<file path="src/rtl/rdw_stage.sv">
// rdw_stage: read-data-wait pipeline stage between memory access and write-back.
//
// Collects the sram-like data_ok/rdata response owed for a load or store whose
// request was accepted upstream. It aligns and extends load data, selects the
// final register-write result, and forwards exception info to write-back.
// Responses that belong to flushed instructions are counted in cancel_cnt_q
// and dropped when they arrive.
//
// Ports:
//   clk, rst                      clock, synchronous active-high reset
//   in_valid / in_ready           handshake with the memory-access stage
//   out_valid / out_ready         handshake with write-back (out_valid registered)
//   pipe_flush, wb_flush          flush commit / flushing instruction in write-back
//   PC, mem_op, alu_result,       instruction payload from upstream
//   side_result, res_from_side,
//   res_from_mem, gr_we, dest
//   req_issued, early_data_valid, response bookkeeping from upstream
//   early_data
//   has_exception, exc_info       exception payload
//   data_ok, rdata                sram-like response channel
//   resp_pending                  next data_ok is not owed to the upstream stage
//   this_flush                    this stage holds a flushing instruction
//   result_bypass                 combinational forwarding value
//   PC_out .. exc_info_out        registered payload to write-back
module rdw_stage #(
  parameter int          CANCEL_W = 2,
  parameter logic [31:0] RESET_PC = 32'h1c000000
) (
  input  logic        clk,
  input  logic        rst,
  input  logic        in_valid,
  output logic        in_ready,
  output logic        out_valid,
  input  logic        out_ready,
  input  logic        pipe_flush,
  input  logic        wb_flush,
  input  logic [31:0] PC,
  input  logic [7:0]  mem_op,
  input  logic [31:0] alu_result,
  input  logic [31:0] side_result,
  input  logic        res_from_side,
  input  logic        res_from_mem,
  input  logic        gr_we,
  input  logic [4:0]  dest,
  input  logic        req_issued,
  input  logic        early_data_valid,
  input  logic [31:0] early_data,
  input  logic        has_exception,
  input  logic [46:0] exc_info,
  input  logic        data_ok,
  input  logic [31:0] rdata,
  output logic        resp_pending,
  output logic        this_flush,
  output logic [31:0] result_bypass,
  output logic [31:0] PC_out,
  output logic [31:0] result_out,
  output logic        gr_we_out,
  output logic [4:0]  dest_out,
  output logic        has_exception_out,
  output logic [46:0] exc_info_out
);

  localparam logic [CANCEL_W-1:0] CNT_ONE  = 1;
  localparam logic [CANCEL_W-1:0] CNT_MAX  = '1;
  localparam logic [CANCEL_W-1:0] CNT_ZERO = '0;

  logic                held_valid_q, held_valid_d;
  logic [31:0]         held_data_q, held_data_d;
  logic [CANCEL_W-1:0] cancel_cnt_q, cancel_cnt_d;
  logic                out_valid_q, out_valid_d;
  logic [31:0]         pc_q, result_q;
  logic                gr_we_q, has_exc_q;
  logic [4:0]          dest_q;
  logic [46:0]         exc_info_q;

  logic        need_resp_s, own_ok_s, ready_go_s, fire_s, cnt_busy_s;
  logic        cancel_inc_s, cancel_dec_s;
  logic [31:0] src_data_s, load_ext_s, result_s;
  logic [7:0]  ld_byte_s;
  logic [15:0] ld_half_s;

  assign cnt_busy_s   = (cancel_cnt_q != CNT_ZERO);
  assign need_resp_s  = in_valid && req_issued && !has_exception;
  assign this_flush   = in_valid && (has_exception || wb_flush);
  // A response is ours only when no orphaned response is still outstanding.
  assign own_ok_s     = data_ok && !cnt_busy_s && need_resp_s && !held_valid_q && !early_data_valid;
  assign ready_go_s   = !in_valid || this_flush || !need_resp_s || early_data_valid
                        || held_valid_q || own_ok_s;
  assign fire_s       = in_valid && ready_go_s && out_ready;
  assign in_ready     = !rst && (!in_valid || (ready_go_s && out_ready));
  assign resp_pending = (need_resp_s && !early_data_valid && !held_valid_q) || cnt_busy_s;

  // The killed instruction's response is still in flight only if nothing has captured it yet.
  assign cancel_inc_s = pipe_flush && need_resp_s && !held_valid_q && !early_data_valid && !data_ok;
  assign cancel_dec_s = data_ok && cnt_busy_s;

  // Load data source selection and alignment/extension.
  always_comb begin
    if (early_data_valid) begin
      src_data_s = early_data;
    end else if (held_valid_q) begin
      src_data_s = held_data_q;
    end else begin
      src_data_s = rdata;
    end
    case (alu_result[1:0])
      2'd0:    ld_byte_s = src_data_s[7:0];
      2'd1:    ld_byte_s = src_data_s[15:8];
      2'd2:    ld_byte_s = src_data_s[23:16];
      2'd3:    ld_byte_s = src_data_s[31:24];
      default: ld_byte_s = src_data_s[7:0];
    endcase
    ld_half_s = alu_result[1] ? src_data_s[31:16] : src_data_s[15:0];
    if (mem_op[0]) begin
      load_ext_s = {{24{ld_byte_s[7]}}, ld_byte_s};
    end else if (mem_op[3]) begin
      load_ext_s = {24'h000000, ld_byte_s};
    end else if (mem_op[1]) begin
      load_ext_s = {{16{ld_half_s[15]}}, ld_half_s};
    end else if (mem_op[4]) begin
      load_ext_s = {16'h0000, ld_half_s};
    end else begin
      load_ext_s = src_data_s;
    end
    if (res_from_mem) begin
      result_s = load_ext_s;
    end else if (res_from_side) begin
      result_s = side_result;
    end else begin
      result_s = alu_result;
    end
  end

  assign result_bypass = result_s;

  // Next state of the orphan counter, holding register and output valid.
  always_comb begin
    cancel_cnt_d = cancel_cnt_q;
    held_valid_d = held_valid_q;
    held_data_d  = held_data_q;
    out_valid_d  = out_valid_q;
    if (cancel_inc_s && !cancel_dec_s) begin
      if (cancel_cnt_q != CNT_MAX) begin
        cancel_cnt_d = cancel_cnt_q + CNT_ONE;
      end else begin
        cancel_cnt_d = cancel_cnt_q;
      end
    end else if (cancel_dec_s && !cancel_inc_s) begin
      cancel_cnt_d = cancel_cnt_q - CNT_ONE;
    end else begin
      cancel_cnt_d = cancel_cnt_q;
    end
    if (pipe_flush || fire_s) begin
      held_valid_d = 1'b0;
    end else if (own_ok_s) begin
      held_valid_d = 1'b1;
      held_data_d  = rdata;
    end else begin
      held_valid_d = held_valid_q;
    end
    if (out_ready) begin
      out_valid_d = in_valid && ready_go_s && !pipe_flush;
    end else begin
      out_valid_d = out_valid_q;
    end
  end

  // Control state registers.
  always_ff @(posedge clk) begin
    if (rst) begin
      cancel_cnt_q <= CNT_ZERO;
      held_valid_q <= 1'b0;
      held_data_q  <= 32'h00000000;
      out_valid_q  <= 1'b0;
    end else begin
      cancel_cnt_q <= cancel_cnt_d;
      held_valid_q <= held_valid_d;
      held_data_q  <= held_data_d;
      out_valid_q  <= out_valid_d;
    end
  end

  // Payload registers toward write-back.
  always_ff @(posedge clk) begin
    if (rst) begin
      pc_q       <= RESET_PC;
      result_q   <= 32'h00000000;
      gr_we_q    <= 1'b0;
      dest_q     <= 5'd0;
      has_exc_q  <= 1'b0;
      exc_info_q <= 47'h0;
    end else if (fire_s) begin
      pc_q       <= PC;
      result_q   <= result_s;
      gr_we_q    <= gr_we;
      dest_q     <= dest;
      has_exc_q  <= has_exception;
      exc_info_q <= exc_info;
    end
  end

  assign out_valid         = out_valid_q;
  assign PC_out            = pc_q;
  assign result_out        = result_q;
  assign gr_we_out         = gr_we_q;
  assign dest_out          = dest_q;
  assign has_exception_out = has_exc_q;
  assign exc_info_out      = exc_info_q;

endmodule

</file>
<file path="config.mk">
export PLATFORM = sky130hd
export DESIGN_NAME = rdw_stage
export DESIGN_NICKNAME = d
export VERILOG_FILES = /design/src/rtl/rdw_stage.sv
export SDC_FILE = /design/constraint.sdc
export NUM_CORES = 1
export LEC_CHECK = 0
export CORE_ASPECT_RATIO = 0.7
export CORE_MARGIN = 4
export CORE_UTILIZATION = 41
export CTS_CLUSTER_SIZE = 28
export DETAILED_ROUTE_END_ITERATION = 6
export PLACE_DENSITY = 0.81
export SLEW_MARGIN = 5
export SYNTH_ARGS = -nofsm -noshare
export SYNTH_HDL_FRONTEND = slang
export SYNTH_SLANG_ARGS = --single-unit
</file>
<file path="constraint.sdc">
create_clock -name clk -period 2.95 [get_ports clk]
set_clock_uncertainty 0.05 [all_clocks]
set_input_delay 0.295 -clock clk [delete_from_list [all_inputs] [get_ports clk]]
set_output_delay 0.295 -clock clk [all_outputs]
set_load 0.02 [all_outputs]
</file>
==> flow_summary_export.csv, run 1 <==
group,metric,value,unit
outcome,status,"finished, violations left",
outcome,failed_checks,"negative setup slack",
setup_path,crit_path_max_fanout,11,
synthesis,netlist.area_leader.share,39.67,%
power,max-vdd-ir-drop,256.0,uV
layout,area.growth.synth_to_final,64.81,%
layout,drive_gt1_share,14.51,%
die,die_area,21260,um2
synthesis,avgSynthCellArea,7.907,um2
sta,fin_crit_sh,100.4,%
die,core,18310,um2
synthesis,syn-cell-area,7772,um2
setup_path,required,2.61,ns
setup_path,slowest_stage,"dfxtp_4",
global_route,grt_max_degree,121,
routing,ant_nets,0,
setup_path,critical_path.max_stage_delay,0.46,ns
sta,hold_viol_final,0,
synthesis,synth.distinct_cells,50,
global_route,antenna_found_initial,1,
synthesis,yosys.area.top_type,"dfxtp_1",
setup_path,path_class,"reg -> out",
power,leakage,4.819,nW
layout,antenna_cells,0,
global_route,grt_use_total,28.18,%
die,boundaryPins,387,
routing,num_vias,8755,
global_route,grt_pass1_wl,47.42,mm
placed_design,place_ws,-0.1385,ns
global_route,first_global_vias,8492,
sta,fmax,0.3377,GHz
layout,layout.cells.non_filler,1628,
synthesis,synthArstFlopShare,0,%
die,fp.dieW,172.6,um
placed_design,dp_cells,1594,
sta,post-route-min-period,2.962,ns
clock_network,clk_transition_reported_paths,0.07,ns
setup_path,cp_common_cell,"buf_4",
placed_design,gp_congestion,1.013,
placed_design,hpwl,23.73,mm
clock_network,cts_buffer_depth,2,
placed_design,io_buffers,382,
synthesis,synth-seq-area-share,39.67,%
synthesis,yosysWarnings,0,
setup_path,crit_chain,"buf_6, mux2_2, mux2i_1, buf_4, o22ai_1, nor4b_2, buf_4, nor2_1, clkdlybuf4s15_2",
routing,firstDrtPassIters,5,
sta,fin_ws,-0.01157,ns
power,power.total,5.881,mW
synthesis,ys.flop_type,"dfxtp_1",
layout,nets,1612,
clock_network,htreeDepth,4,
power,powerDensity,459.1,nW/um2
global_route,grt_overflow,0,
sta,relSlewSlack,35.11,%
synthesis,ys_top_cells_by_area,"dfxtp_1 40%, nand2_1 12%, a21oi_1 8.6%",
setup_path,startpoint_type,"flip-flop",
routing,dr.first_iter.drc_count,689,
routing,routedWlPerCell,19.30,um
routing,drc,0,
clock_network,cts_buffers,17,
setup_path,arrival,2.62,ns
die,die_y,123.2,um
sta,rsz0062_at_grt,"true",
routing,avgViaCountPerCell,5.378,
setup_path,r2r_slack,0.25,ns
clock_network,cts.sinks,154,
run,drv_cap,0,
sta,tightest_slew,0.9733,ns
synthesis,synth_edf_count,0,
routing,drt_wl_total,31.42,mm
worst_hold_path,min_path_type,"in -> reg",
layout,fin_util,69.95,%
synthesis,ys_ff_latch,154,
clock_network,clk_latency,0.42,ns
setup_path,critPathCaptureType,"output port",
clock_network,root_buffer,"clkbuf_16",
die,start_util,42.44,%
sta,slew_viol_final,0,
clock_network,cts_tree,"done",
sta,setup_tns,-0.01157,ns
synthesis,synthCells,983,
synthesis,synth_nets,1216,
sta,setup_viol,1,
die,rows,41,
-- registers in the layout, summed over array words and instances (netlist names) --
name and count:
exc_info_out 47, PC_out 32, held_data_q 32, result_out 32, dest_out 5, cancel_cnt_q 2, gr_we_out 1, has_exception_out 1
held_valid_q 1, out_valid 1
-- synthesized netlist by cell type, drive strengths merged (3+ instances only) --
library cell,number
a21oi,134
nor2b,30
nor2,58
mux2,23
nand2,252
clkbuf,56
a211oi,35
o41ai,26
nor3b,6
o211ai,15
nand2b,18
o22ai,10
mux4,3
a211o,4
inv,9
dfxtp,154
nor4,3
o21a,8
nor3,10
mux2i,24
buf,28
o21ai,27
nand3b,28
-- layer usage --
metal / part of all wire [%] / vias up / global-route usage (%)
met5: 0.041 / - / 0
met4: 2.1 / 2 / 7.428
met3: 10 / 37 / 10.21
met2: 48 / 388 / 47.78
met1: 40 / 4105 / 34.48
li1: - / 4223 / -
-- power by group --
part / switching [mW] / internal (mW)
clock: 0.988 / 1.23
sequential: 0.0446 / 2.16
combinational: 0.730 / 0.730
total: 1.76 / 4.12
-- cell families (layout without fill, tap and decap cells) --
group | after synthesis | after routing | synth area share (%)
buffers and inverters | 93 | 502 | 5.232
muxes | 50 | 50 | 7.292
and+or+nand+nor | 414 | 414 | 24.05
AOI/OAI and AO/OA | 272 | 272 | 23.76
DFF | 154 | 154 | 39.67
-- path summary, 6_finish.rpt --
| path | from | to | depth (start not counted) |
|---|---|---|---|
| min reg2reg | PC_out[20]$_SDFFE_PP0P_ | PC_out[20]$_SDFFE_PP0P_ | 2 |
| max | held_valid_q$_SDFFE_PP0P_ | result_bypass[0] | 9 |
| min | rst | exc_info_out[14]$_SDFFE_PP0P_ | 2 |
| max reg2reg | held_valid_q$_SDFFE_PP0P_ | held_data_q[16]$_SDFFE_PP0P_ | 8 |
-- placed cells by master, fill, tap and decap left out, drive strengths merged, types with 2 or more instances in the layout --
cell type / instances
clkinv: 2
o2111ai: 2
buf: 85
nor3: 10
a211o: 4
dlygate4sd2: 9
or4: 2
nor4: 3
o211ai: 15
dlymetal6s2s: 2
nand2b: 18
mux2i: 24
mux4: 3
o22ai: 10
a211oi: 35
o41ai: 26
clkdlybuf4s15: 2
dfxtp: 154
nor2b: 30
o21ai: 27
clkinvlp: 2
a21oi: 134
nand2: 252
clkdlybuf4s50: 345
mux2: 23
nand3b: 28
inv: 18
clkbuf: 36
nor3b: 6
o221ai: 2
o21a: 8
nor2: 58
-- through the flow --
step           hold WS (ns)  area [um2]
2_1_floorplan        0.3235        7772
3_3_place_gp         0.3882       12220
3_5_place_dp         0.3953       12220
4_1_cts              0.2276       12850
5_1_grt              0.2481       12810
6_report             0.2369       12810
-- what timing repair did --
action | 4_1_cts | 5_1_grt
resized for setup | 47 | 44
setup buffers | 1 | 1
hold endpoints to repair | 0 | 0
hold buffers | 0 | 0
setup endpoints to repair | 31 | 27
pin swaps | 2 | 1
-- cell type report --
type                    count  area [um2]
inverters                   9       33.78
well taps                 236       295.3
flip-flops and latches    154        3087
clock inverters            14       152.6
clock buffers              18       439.2
multi-input cells         736        4382
fillers                  1456        5504
repair buffers            461        4420
-- worst max-delay path, delay by kind of cell, from the launching register on --
kind | cells | cell delay (ns)
flops | 1 | 0.46
buf+inv | 4 | 0.79
compound gates | 1 | 0.10
simple gates | 2 | 0.37
mux | 2 | 0.47
No activity file was read; power rests on OpenSTA's default activity.
==> inputs of run 2 (changes only) <==
GPL_TIMING_DRIVEN = 0   (was not set)
==> run 2 against run 1 <==
Effect of this change:
- design area is 1.4% higher
- the run still ends with negative setup slack left
- clock power is 6% higher
- core utilization is 0.96 points higher
- highest routed layer is now met4
- critical path type unchanged
- first-iteration DRC count is 13% higher
- fmax is 1.5% lower
- critical endpoint is now result_bypass[24]
- combinational power is 5% higher
==> flow_summary_export.csv, run 2 (synthesis gave the netlist of run 1 again) <==
group,metric,value,unit
outcome,status,"finished, violations left",
outcome,failed_checks,"negative setup slack",
global_route,antenna_found_initial,0,
clock_network,clk_transition_reported_paths,0.07,ns
routing,avgViaCountPerCell,5.580,
layout,area.growth.synth_to_final,67.08,%
sta,post-route-min-period,3.007,ns
clock_network,cts_buffer_depth,2,
setup_path,arrival,2.66,ns
sta,hold_ws,0.3559,ns
layout,nets,1627,
routing,firstDrtPassIters,5,
setup_path,crit_path_max_fanout,5,
setup_path,critical_path.max_stage_delay,0.55,ns
routing,drt_wl_total,35.43,mm
setup_path,path_class,"reg -> out",
die,start_util,42.44,%
setup_path,startpoint_type,"flip-flop",
die,core,18310,um2
global_route,grt_overflow,0,
global_route,first_global_vias,9108,
setup_path,critPathCaptureType,"output port",
global_route,grt_use_total,31.35,%
layout,multi_input_comb_area,4624,um2
routing,drc,0,
global_route,grt_pass1_wl,51.58,mm
setup_path,crit_buf_inv,4,
layout,antenna_cells,0,
sta,slew_viol_final,0,
layout,final_cell_mix,"345 x clkdlybuf4s50_1, 252 x nand2_1, 153 x dfxtp_1",
routing,num_vias,9168,
sta,rsz0062_at_grt,"true",
layout,seq_area,3087,um2
setup_path,cp_common_cell,"buf_8",
power,leakage,4.725,nW
die,fp.dieW,172.6,um
routing,ant_nets,0,
placed_design,io_buffers,379,
sta,relSlewSlack,43.17,%
global_route,grt_max_degree,18,
run,drv_cap,0,
layout,largest_register_ffs,47,
sta,fin_ws,-0.05705,ns
clock_network,root_buffer,"clkbuf_16",
sta,tightest_slew,0.8525,ns
clock_network,cts.sinks,154,
setup_path,crit_chain,"buf_8, mux2i_4, mux4_2, o221ai_4, buf_12, buf_8, nor3_2, nor2_1, buf_4",
placed_design,dp_cells,1598,
placed_design,dpl_cell_area,11860,um2
clock_network,ctsHoldBuffers,0,
clock_network,clk_latency,0.43,ns
sta,setup_viol,10,
clock_network,cts_buffers,17,
routing,dr.first_iter.drc_count,780,
layout,layout.cells.non_filler,1643,
die,boundaryPins,387,
setup_path,required,2.61,ns
sta,fin_crit_sh,101.9,%
placed_design,gp_congestion,0.9408,
layout,fill_cells,1479,
sta,fmax,0.3326,GHz
die,rows,41,
die,die_y,123.2,um
placed_design,hpwl,27.40,mm
layout,drive_gt1_share,15.14,%
die,die_area,21260,um2
worst_hold_path,min_path_type,"in -> reg",
power,powerDensity,469.2,nW/um2
clock_network,htreeDepth,4,
power,max-vdd-ir-drop,437.6,uV
sta,hold_viol_final,0,
setup_path,slowest_stage,"mux4_2",
layout,final_common_cell,"clkdlybuf4s50_1",
clock_network,cts_tree,"done",
layout,final_cell_area,12990,um2
routing,routedWlPerCell,21.56,um
setup_path,path_delay_family,"multiplexers",
run 2: layout make-up:
class | count | area share (%)
Buffer | 82 | 3.276
Clock buffer | 17 | 3.276
Tap cell | 236 | 2.274
Multi-Input combinational cell | 736 | 35.61
Timing Repair Buffer | 394 | 29.98
Clock inverter | 15 | 1.551
Inverter | 9 | 0.2601
Sequential cell | 154 | 23.77
run 2: report_power, final:
| part | switching, mW | internal [mW] |
|---|---|---|
| logic | 0.803 | 0.728 |
| registers | 0.0491 | 2.16 |
| clock network | 1.05 | 1.30 |
| total | 1.90 | 4.19 |
run 2: path summary, 6_finish.rpt:
kind / slack (ns) / start / endpoint / cells past startpoint
worst min-delay path: 0.36 / exc_info[33] / exc_info_out[33]$_SDFFE_PP0P_ / 3
worst min register to register: 0.40 / PC_out[23]$_SDFFE_PP0P_ / PC_out[23]$_SDFFE_PP0P_ / 2
worst max-delay path: -0.06 / held_valid_q$_SDFFE_PP0P_ / result_bypass[24] / 9
worst max register to register: 0.27 / held_valid_q$_SDFFE_PP0P_ / exc_info_out[17]$_SDFFE_PP0P_ / 6
run 2: tightest hold or removal path, delay by kind of cell:
kind	cells	cell delay (ns)
buffers and inverters	1	0.40
AO/OA/AOI/OAI	1	0.05
AND/OR/NAND/NOR	1	0.06
run 2: per-layer routing:
layer	vias up	GRT usage, %	routed length, um
li1	4260	-	-
met1	4362	38.80	14360
met4	0	11.07	996
met5	-	0	0
met3	70	7.977	3084
met2	476	53.92	16990
run 2: repair_timing:
| action | in CTS | in global routing |
|---|---|---|
| buffers inserted | 8 | 4 |
| pin swaps | 8 | 21 |
| endpoints found under the setup margin | 43 | 37 |
| cloned | 3 | 0 |
| hold endpoints to repair | 0 | 0 |
| resized for setup | 177 | 84 |
run 2: per-stage QoR:
stage	total power [mW]	setup TNS [ns]	utilization [%]	setup WS (ns)
finish	6.094	-0.2429	70.91	-0.05705
global route	6.254	-1.202	70.91	-0.1005
CTS	6.026	-0.06746	69.83	-0.01146
detailed placement	3.679	-57.75	64.77	-1.147
global placement	3.669	-52.73	64.77	-1.165
floorplan	2.882	0	-	0.5175
